**config.mk**
```make
export PLATFORM = sky130hd
export DESIGN_NAME = if_fetch_ctrl
export DESIGN_NICKNAME = d
export VERILOG_FILES = /design/src/rtl/if_fetch_ctrl_pkg.sv /design/src/rtl/if_fetch_queue.sv /design/src/rtl/if_fetch_ctrl.sv
export SDC_FILE = /design/constraint.sdc
export NUM_CORES = 1
export LEC_CHECK = 0
export CAP_MARGIN = 20
export CORE_MARGIN = 2
export CORE_UTILIZATION = 45
export CTS_CLUSTER_SIZE = 40
export DETAILED_ROUTE_END_ITERATION = 8
export PLACE_DENSITY = 0.7
export RECOVER_POWER = 50
export SLEW_MARGIN = 20
export SYNTH_ARGS = -nofsm -noshare
export SYNTH_HDL_FRONTEND = slang
export SYNTH_SLANG_ARGS = --single-unit
```
**constraint.sdc**
```tcl
create_clock -name clk -period 11.1 [get_ports clk]
set_input_delay 3.33 -clock clk [delete_from_list [all_inputs] [get_ports clk]]
set_output_delay 3.33 -clock clk [all_outputs]
set_load 0.01 [all_outputs]
```
**src/rtl/if_fetch_ctrl_pkg.sv**
```systemverilog
// Shared constants and state encoding for the fetch-stage PC controller.
package if_fetch_ctrl_pkg;

    localparam logic [63:0] DEF_RESET_PC = 64'h0000_0000_8000_0000;
    localparam logic [31:0] NOP_INST     = 32'h0000_0013;

    typedef enum logic [1:0] {
        S_BOOT  = 2'd0,
        S_FETCH = 2'd1,
        S_REDIR = 2'd2
    } fetch_state_e;

endpackage

```
**src/rtl/if_fetch_queue.sv**
```systemverilog
// Small circular buffer of {pc,inst} pairs feeding the IF/ID register.
module if_fetch_queue
    import if_fetch_ctrl_pkg::*;
#(
    parameter int AW    = 64,
    parameter int DEPTH = 2
) (
    input  logic                     clk,
    input  logic                     rst_n,
    input  logic                     push_i,
    input  logic [AW-1:0]            push_pc_i,
    input  logic [31:0]              push_inst_i,
    input  logic                     pop_i,
    input  logic                     flush_i,
    output logic [$clog2(DEPTH):0]   count_o,
    output logic                     head_valid_o,
    output logic [AW-1:0]            head_pc_o,
    output logic [31:0]              head_inst_o
);

    localparam int PW = $clog2(DEPTH);
    localparam int CW = PW + 1;
    localparam logic [CW-1:0] FULL = CW'(DEPTH);

    logic [AW-1:0] mem_pc_q   [DEPTH];
    logic [31:0]   mem_inst_q [DEPTH];
    logic [PW-1:0] wr_ptr_q, rd_ptr_q;
    logic [CW-1:0] count_q;
    logic [AW-1:0] last_pc_q;
    logic [31:0]   last_inst_q;
    logic          not_empty;
    logic          do_push, do_pop;

    assign not_empty = (count_q != '0);
    assign do_push   = push_i & ~flush_i;
    assign do_pop    = pop_i & not_empty & ~flush_i;

    always_ff @(posedge clk or negedge rst_n) begin
        if (!rst_n) begin
            wr_ptr_q    <= '0;
            rd_ptr_q    <= '0;
            count_q     <= '0;
            last_pc_q   <= '0;
            last_inst_q <= NOP_INST;
        end else begin
            // Remember what the head showed so an empty queue keeps presenting it.
            if (not_empty) begin
                last_pc_q   <= mem_pc_q[rd_ptr_q];
                last_inst_q <= mem_inst_q[rd_ptr_q];
            end
            if (flush_i) begin
                wr_ptr_q <= '0;
                rd_ptr_q <= '0;
                count_q  <= '0;
            end else begin
                if (do_push) wr_ptr_q <= wr_ptr_q + PW'(1);
                if (do_pop)  rd_ptr_q <= rd_ptr_q + PW'(1);
                if (do_push && !do_pop)      count_q <= count_q + CW'(1);
                else if (!do_push && do_pop) count_q <= count_q - CW'(1);
            end
        end
    end

    always_ff @(posedge clk) begin
        if (do_push) begin
            mem_pc_q[wr_ptr_q]   <= push_pc_i;
            mem_inst_q[wr_ptr_q] <= push_inst_i;
        end
    end

    always @(posedge clk) begin
        if (rst_n) begin
            assert (count_q <= FULL);
            assert (!(pop_i && !flush_i && count_q == '0));
            assert (!(push_i && !flush_i && !pop_i && count_q == FULL));
        end
    end

    assign count_o      = count_q;
    assign head_valid_o = not_empty;
    assign head_pc_o    = not_empty ? mem_pc_q[rd_ptr_q]   : last_pc_q;
    assign head_inst_o  = not_empty ? mem_inst_q[rd_ptr_q] : last_inst_q;

endmodule

```
**src/rtl/if_fetch_ctrl.sv**
```systemverilog
// Fetch-stage PC controller: boot/fetch/redirect FSM, PC register and accept logic.
module if_fetch_ctrl
    import if_fetch_ctrl_pkg::*;
#(
    parameter int                    ADDR_WIDTH = 64,
    parameter logic [ADDR_WIDTH-1:0] RESET_PC   = ADDR_WIDTH'(DEF_RESET_PC),
    parameter int                    Q_DEPTH    = 2
) (
    input  logic                  clk,
    input  logic                  rst_n,
    output logic                  inst_addr_valid,
    output logic [ADDR_WIDTH-1:0] inst_addr,
    input  logic [31:0]           inst,
    input  logic                  inst_valid,
    input  logic                  redirect_valid,
    input  logic [ADDR_WIDTH-1:0] redirect_pc,
    output logic                  if_id_valid,
    output logic [ADDR_WIDTH-1:0] if_id_pc,
    output logic [31:0]           if_id_inst,
    input  logic                  if_id_ready
);

    localparam int CW = $clog2(Q_DEPTH) + 1;
    localparam logic [CW-1:0] Q_FULL = CW'(Q_DEPTH);

    fetch_state_e          state_q;
    logic [ADDR_WIDTH-1:0] pc_q;
    logic                  addr_vld_q;
    logic [CW-1:0]         q_count;
    logic                  pop, accept, flush;
    logic [ADDR_WIDTH-1:0] redir_aligned;

    assign redir_aligned = redirect_pc & ~ADDR_WIDTH'(3);
    assign pop    = if_id_valid & if_id_ready;
    assign accept = (state_q == S_FETCH) & inst_valid & ~redirect_valid
                  & ((q_count != Q_FULL) | pop);
    // The boot cycle never holds queued entries, so only later redirects flush.
    assign flush  = redirect_valid & (state_q != S_BOOT);

    always_ff @(posedge clk or negedge rst_n) begin
        if (!rst_n) begin
            state_q    <= S_BOOT;
            pc_q       <= RESET_PC;
            addr_vld_q <= 1'b0;
        end else begin
            case (state_q)
                S_BOOT: begin
                    state_q    <= S_FETCH;
                    addr_vld_q <= 1'b1;
                    if (redirect_valid) pc_q <= redir_aligned;
                end
                default: begin
                    if (redirect_valid) begin
                        state_q    <= S_REDIR;
                        addr_vld_q <= 1'b0;
                        pc_q       <= redir_aligned;
                    end else begin
                        state_q    <= S_FETCH;
                        addr_vld_q <= 1'b1;
                        if (accept) pc_q <= pc_q + ADDR_WIDTH'(4);
                    end
                end
            endcase
        end
    end

    assign inst_addr_valid = addr_vld_q;
    assign inst_addr       = pc_q;

    if_fetch_queue #(
        .AW    (ADDR_WIDTH),
        .DEPTH (Q_DEPTH)
    ) u_queue (
        .clk          (clk),
        .rst_n        (rst_n),
        .push_i       (accept),
        .push_pc_i    (pc_q),
        .push_inst_i  (inst),
        .pop_i        (pop),
        .flush_i      (flush),
        .count_o      (q_count),
        .head_valid_o (if_id_valid),
        .head_pc_o    (if_id_pc),
        .head_inst_o  (if_id_inst)
    );

endmodule

```
==> metrics.md <==
| Metric | Value |
|---|---|
| Sum Neg Setup Slack | 0 ns |
| CORE AREA | 31640 um^2 |
| Worst path max stage delay | approximately 0.9 ns |
| Bufs and invs on worst path | 3 |
| Worst slack, placed | about 3.9 ns |
| Cells after Synth | ~1200 |
| Multi-input gate area | 4444 um^2 |
| Commonest cells in the netlist | edfxtp_1, dfrtp_1, nand2_1, o21ai_0, mux2i_1 |
| Critical path startpoint | redirect_valid |
| Post-CTS Resized | 0 |
| Mean Syn Cell Area | roughly 13 um^2 |
| Largest fanout on the critical path | between 60 and 70 |
| Crit path time final | between 7 and 8 ns |
| Synth Area in Simple Gates | about 12% |
| Crit path capture type | flip-flop |
| Slack of the critical path | 3.646 ns |
| GRT Overall Usage | 22.49% |
| Die Span X | 183.6 um |
| Reg2reg start | state_q[1] |
| Area grow syn2layout | 28.76% |
| Post-detail-place hpwl | ~25000 um |
| Fin. max-slew vios | roughly 100 |
| Setup bufs post-CTS | 0 |
| Final period utilization | 67.15% |
| Worst-Skew Late Latency | 0.53 ns |
| Critical Path AT | roughly 7.6 ns |
| Die Y-Extent | 183.6 um |
| Fillers | 2563 |
| Status | finished with violations |
| CP endpoint | u_queue.mem_inst_q[0][8] |
| Met3 wire length | 2293 um |
| Synth Area in XOR/XNOR | 0.1810% |
| Worst-path cell chain | dlygate4sd3_1 > clkbuf_1 > nand4bb_1 > or2_2 > nor2_4 > buf_4 |
| H-tree depth | 2 |
| Peak Freq | 134.2 MHz |
| Post-synth cell types | 70 |
| Initial antenna violation count | 3 |
| Synth area leaders | edfxtp_1, dfrtp_1, mux2i_1, o21ai_0, nand2_1 |
| Final Skew | 0.01955 ns |
| Initial core utilization | a little under half |
| Avg WL per Cell | between 20 and 25 um |
| Asr flop ratio synth | 46.74% |
| Worst r2r path cells | 4 |
| Worst-path clk slew | 0.06 ns |
| Top-count cell post-synth | edfxtp_1 |
| Pwr Density | slightly above 200 nW/um^2 |
| R2r setup slk | 7.58 ns |
| RSZ-0062 raised after global routing | no |
| Post-synth EDFFs | 188 |
| Iteration-0 DRC count of the detailed router | 862 |
| Worst R2R End | u_queue.mem_inst_q[0][8] |
| Adder-Cell Fraction of Synth Area | 0.08619% |
| LEAKAGE | 6.749 nW |
| Vias after detailed routing | 10383 |
| Crit path launch type | primary input |
| Share of cells above drive strength 1 | 6.596% |
| Drt first pass iters | 5 |
| VDD IR max | 0.0001098 V |
| Synth top area share | 38.89% |
| Max layer used | met4 |
| Headroom to the max-slew limit | -123.0% |
| CTS buffer count | 38 |
| Post-synthesis register bit count | 353 |
| Site Rows | 65 |
| Number of global-route vias before repair | 10267 |
| Vias/cell | 5.680 |
| Largest net degree at the start of global routing | 115 |
| Worst path top cell family by delay | buffers and inverters |
| Die area | 33710 um^2 |
| Residual DRC count | 0 |
| # Max-Cap Violations | 2 |
| Met2 Wirelength | 18650 um |
| GR Overflow Total | 0 |
| Mux share of post-synthesis cell area | 7.171% |
| # IOs | roughly 260 |
| Placer Congestion | 0.8866 |
| Post-synth top area cell | edfxtp_1 |
| CP max stage cell | buf_4 |
| Compound-Gate Fraction of Synth Area | between 10% and 20% |
| Port buffer count | 258 |
| Final number of hold-violating endpoints | 0 |
| Nets@finish | 1497 |
| Final WL | 38070 um |
| Post-synthesis sequential area ratio | 67.37% |
| Synthesized area | 14520 um^2 |
| Largest family of logic cells by synthesized area | simple AND/OR/NAND/NOR gates |
| Measured slew at the worst slew-check pin | between 3 and 4 ns |
| First-pass GRT wire length | 58930 um |
| Setup CP Type | in2reg |
| Worst min path class | reg2reg |
| Main flop type after synthesis | edfxtp_1 |
| Violated checks | capacitance limit, slew limit |
| Sequential cell area | 9783 um^2 |
| Met1 WL | 16270 um |
| Clk sinks | ~350 |
| Post-route ant nets | 0 |
| CTS tree | built |
| Synth warn | 0 |
| Hold bufs inserted after CTS | 0 |
| Final setup vio count | 0 |
| Clk buf depth | 3 |
| Root buffer cell | clkbuf_16 |
| Crit. path cell count | 6 |
| Critical Path RT | 11.23 ns |
[worst register-to-register path, cell delays in order (launching register included)]
cell and delay [ns]:
dfrtp_1 0.44, nand4bb_1 0.44, or2_2 0.56, nor2_4 0.77
buf_4 0.89
[layout make-up]
class / instances / area share, %
multi-input cells: 719 / 23.78
clock buffers: 56 / 5.556
flip-flops and latches: 353 / 52.34
inverters: 11 / 0.2209
well taps: 402 / 2.691
repair buffers: 272 / 14.36
diodes: 1 / 0.01339
clock inverters: 14 / 1.044
[logic make-up after synthesis]
family	after synthesis
AOI/OAI and AO/OA	250
xor gates and xnor gates	3
adders and majority gates	1
buffers and inverters	83
DFF	353
muxes	104
other	1
and+or+nand+nor	359
[per-layer routing]
layer | vias to the layer above | global-route usage, %
met3 | 63 | 3.685
met2 | 361 | 37.36
met5 | - | 0
li1 | 4842 | -
met1 | 5117 | 30.56
met4 | 0 | 6.720
[where the power goes]
part / leakage, nW / switching [mW] / internal, mW
Clock: 0.588 / 0.507 / 0.747
Combinational: 2.47 / 0.399 / 0.429
Sequential: 3.69 / 0.140 / 1.59
[stage by stage]
| stage | cells | cell area, um^2 | power (mW) | hold slack, ns | utilization, % |
|---|---|---|---|---|---|
| after global placement | 1757 | 17460 | 2.564 | 0.4661 | 55.20 |
| after CTS | 1827 | 18700 | 3.852 | 0.4812 | 59.10 |
| final | 1828 | 18690 | 3.811 | 0.4812 | 59.08 |
| after floorplan | 1155 | 14520 | 2.076 | 0.4801 | - |
| after global routing | 1828 | 18690 | 3.995 | 0.4951 | 59.08 |
| after detailed placement | 1757 | 17460 | 2.589 | 0.4686 | 55.20 |
[layout by cell type, fill, tap and decap left out, drive strengths merged, types with 12 or more instances in the layout]
cell           Yosys  layout
nor4              18      18
mux2i            104     104
nand2            139     139
inv               11      13
or3               14      14
nand3             30      30
edfxtp           188     188
clkbuf            57      59
a21oi             37      37
o21ai            126     126
nor3              17      17
nor2              58      58
nand4             41      41
buf               15      12
clkdlybuf4s50      0     224
dfrtp            161     161
dlygate4sd3        0      33
[worst min path at each step]
stage,from,to,slack (ns),depth (start not counted)
2_1_floorplan,state_q[0],inst_addr_valid,0.48,1
3_3_place_gp,u_queue.last_pc_q[1],u_queue.last_pc_q[1],0.47,1
3_5_place_dp,u_queue.last_pc_q[1],u_queue.last_pc_q[1],0.47,1
4_1_cts,u_queue.last_pc_q[1],u_queue.last_pc_q[1],0.48,1
5_1_grt,u_queue.last_pc_q[0],u_queue.last_pc_q[0],0.50,1
6_report,u_queue.last_pc_q[0],u_queue.last_pc_q[0],0.48,1
[sequential cells by signal (all words and copies together), names as in the netlist]
name / count
inst_addr: 62
inst_addr_valid: 1
state_q: 2
u_queue.count_o: 2
u_queue.last_inst_q: 32
u_queue.last_pc_q: 64
u_queue.mem_inst_q: 64
u_queue.mem_pc_q: 124
u_queue.rd_ptr_q: 1
u_queue.wr_ptr_q: 1
Power figures use the tool's default switching activity.
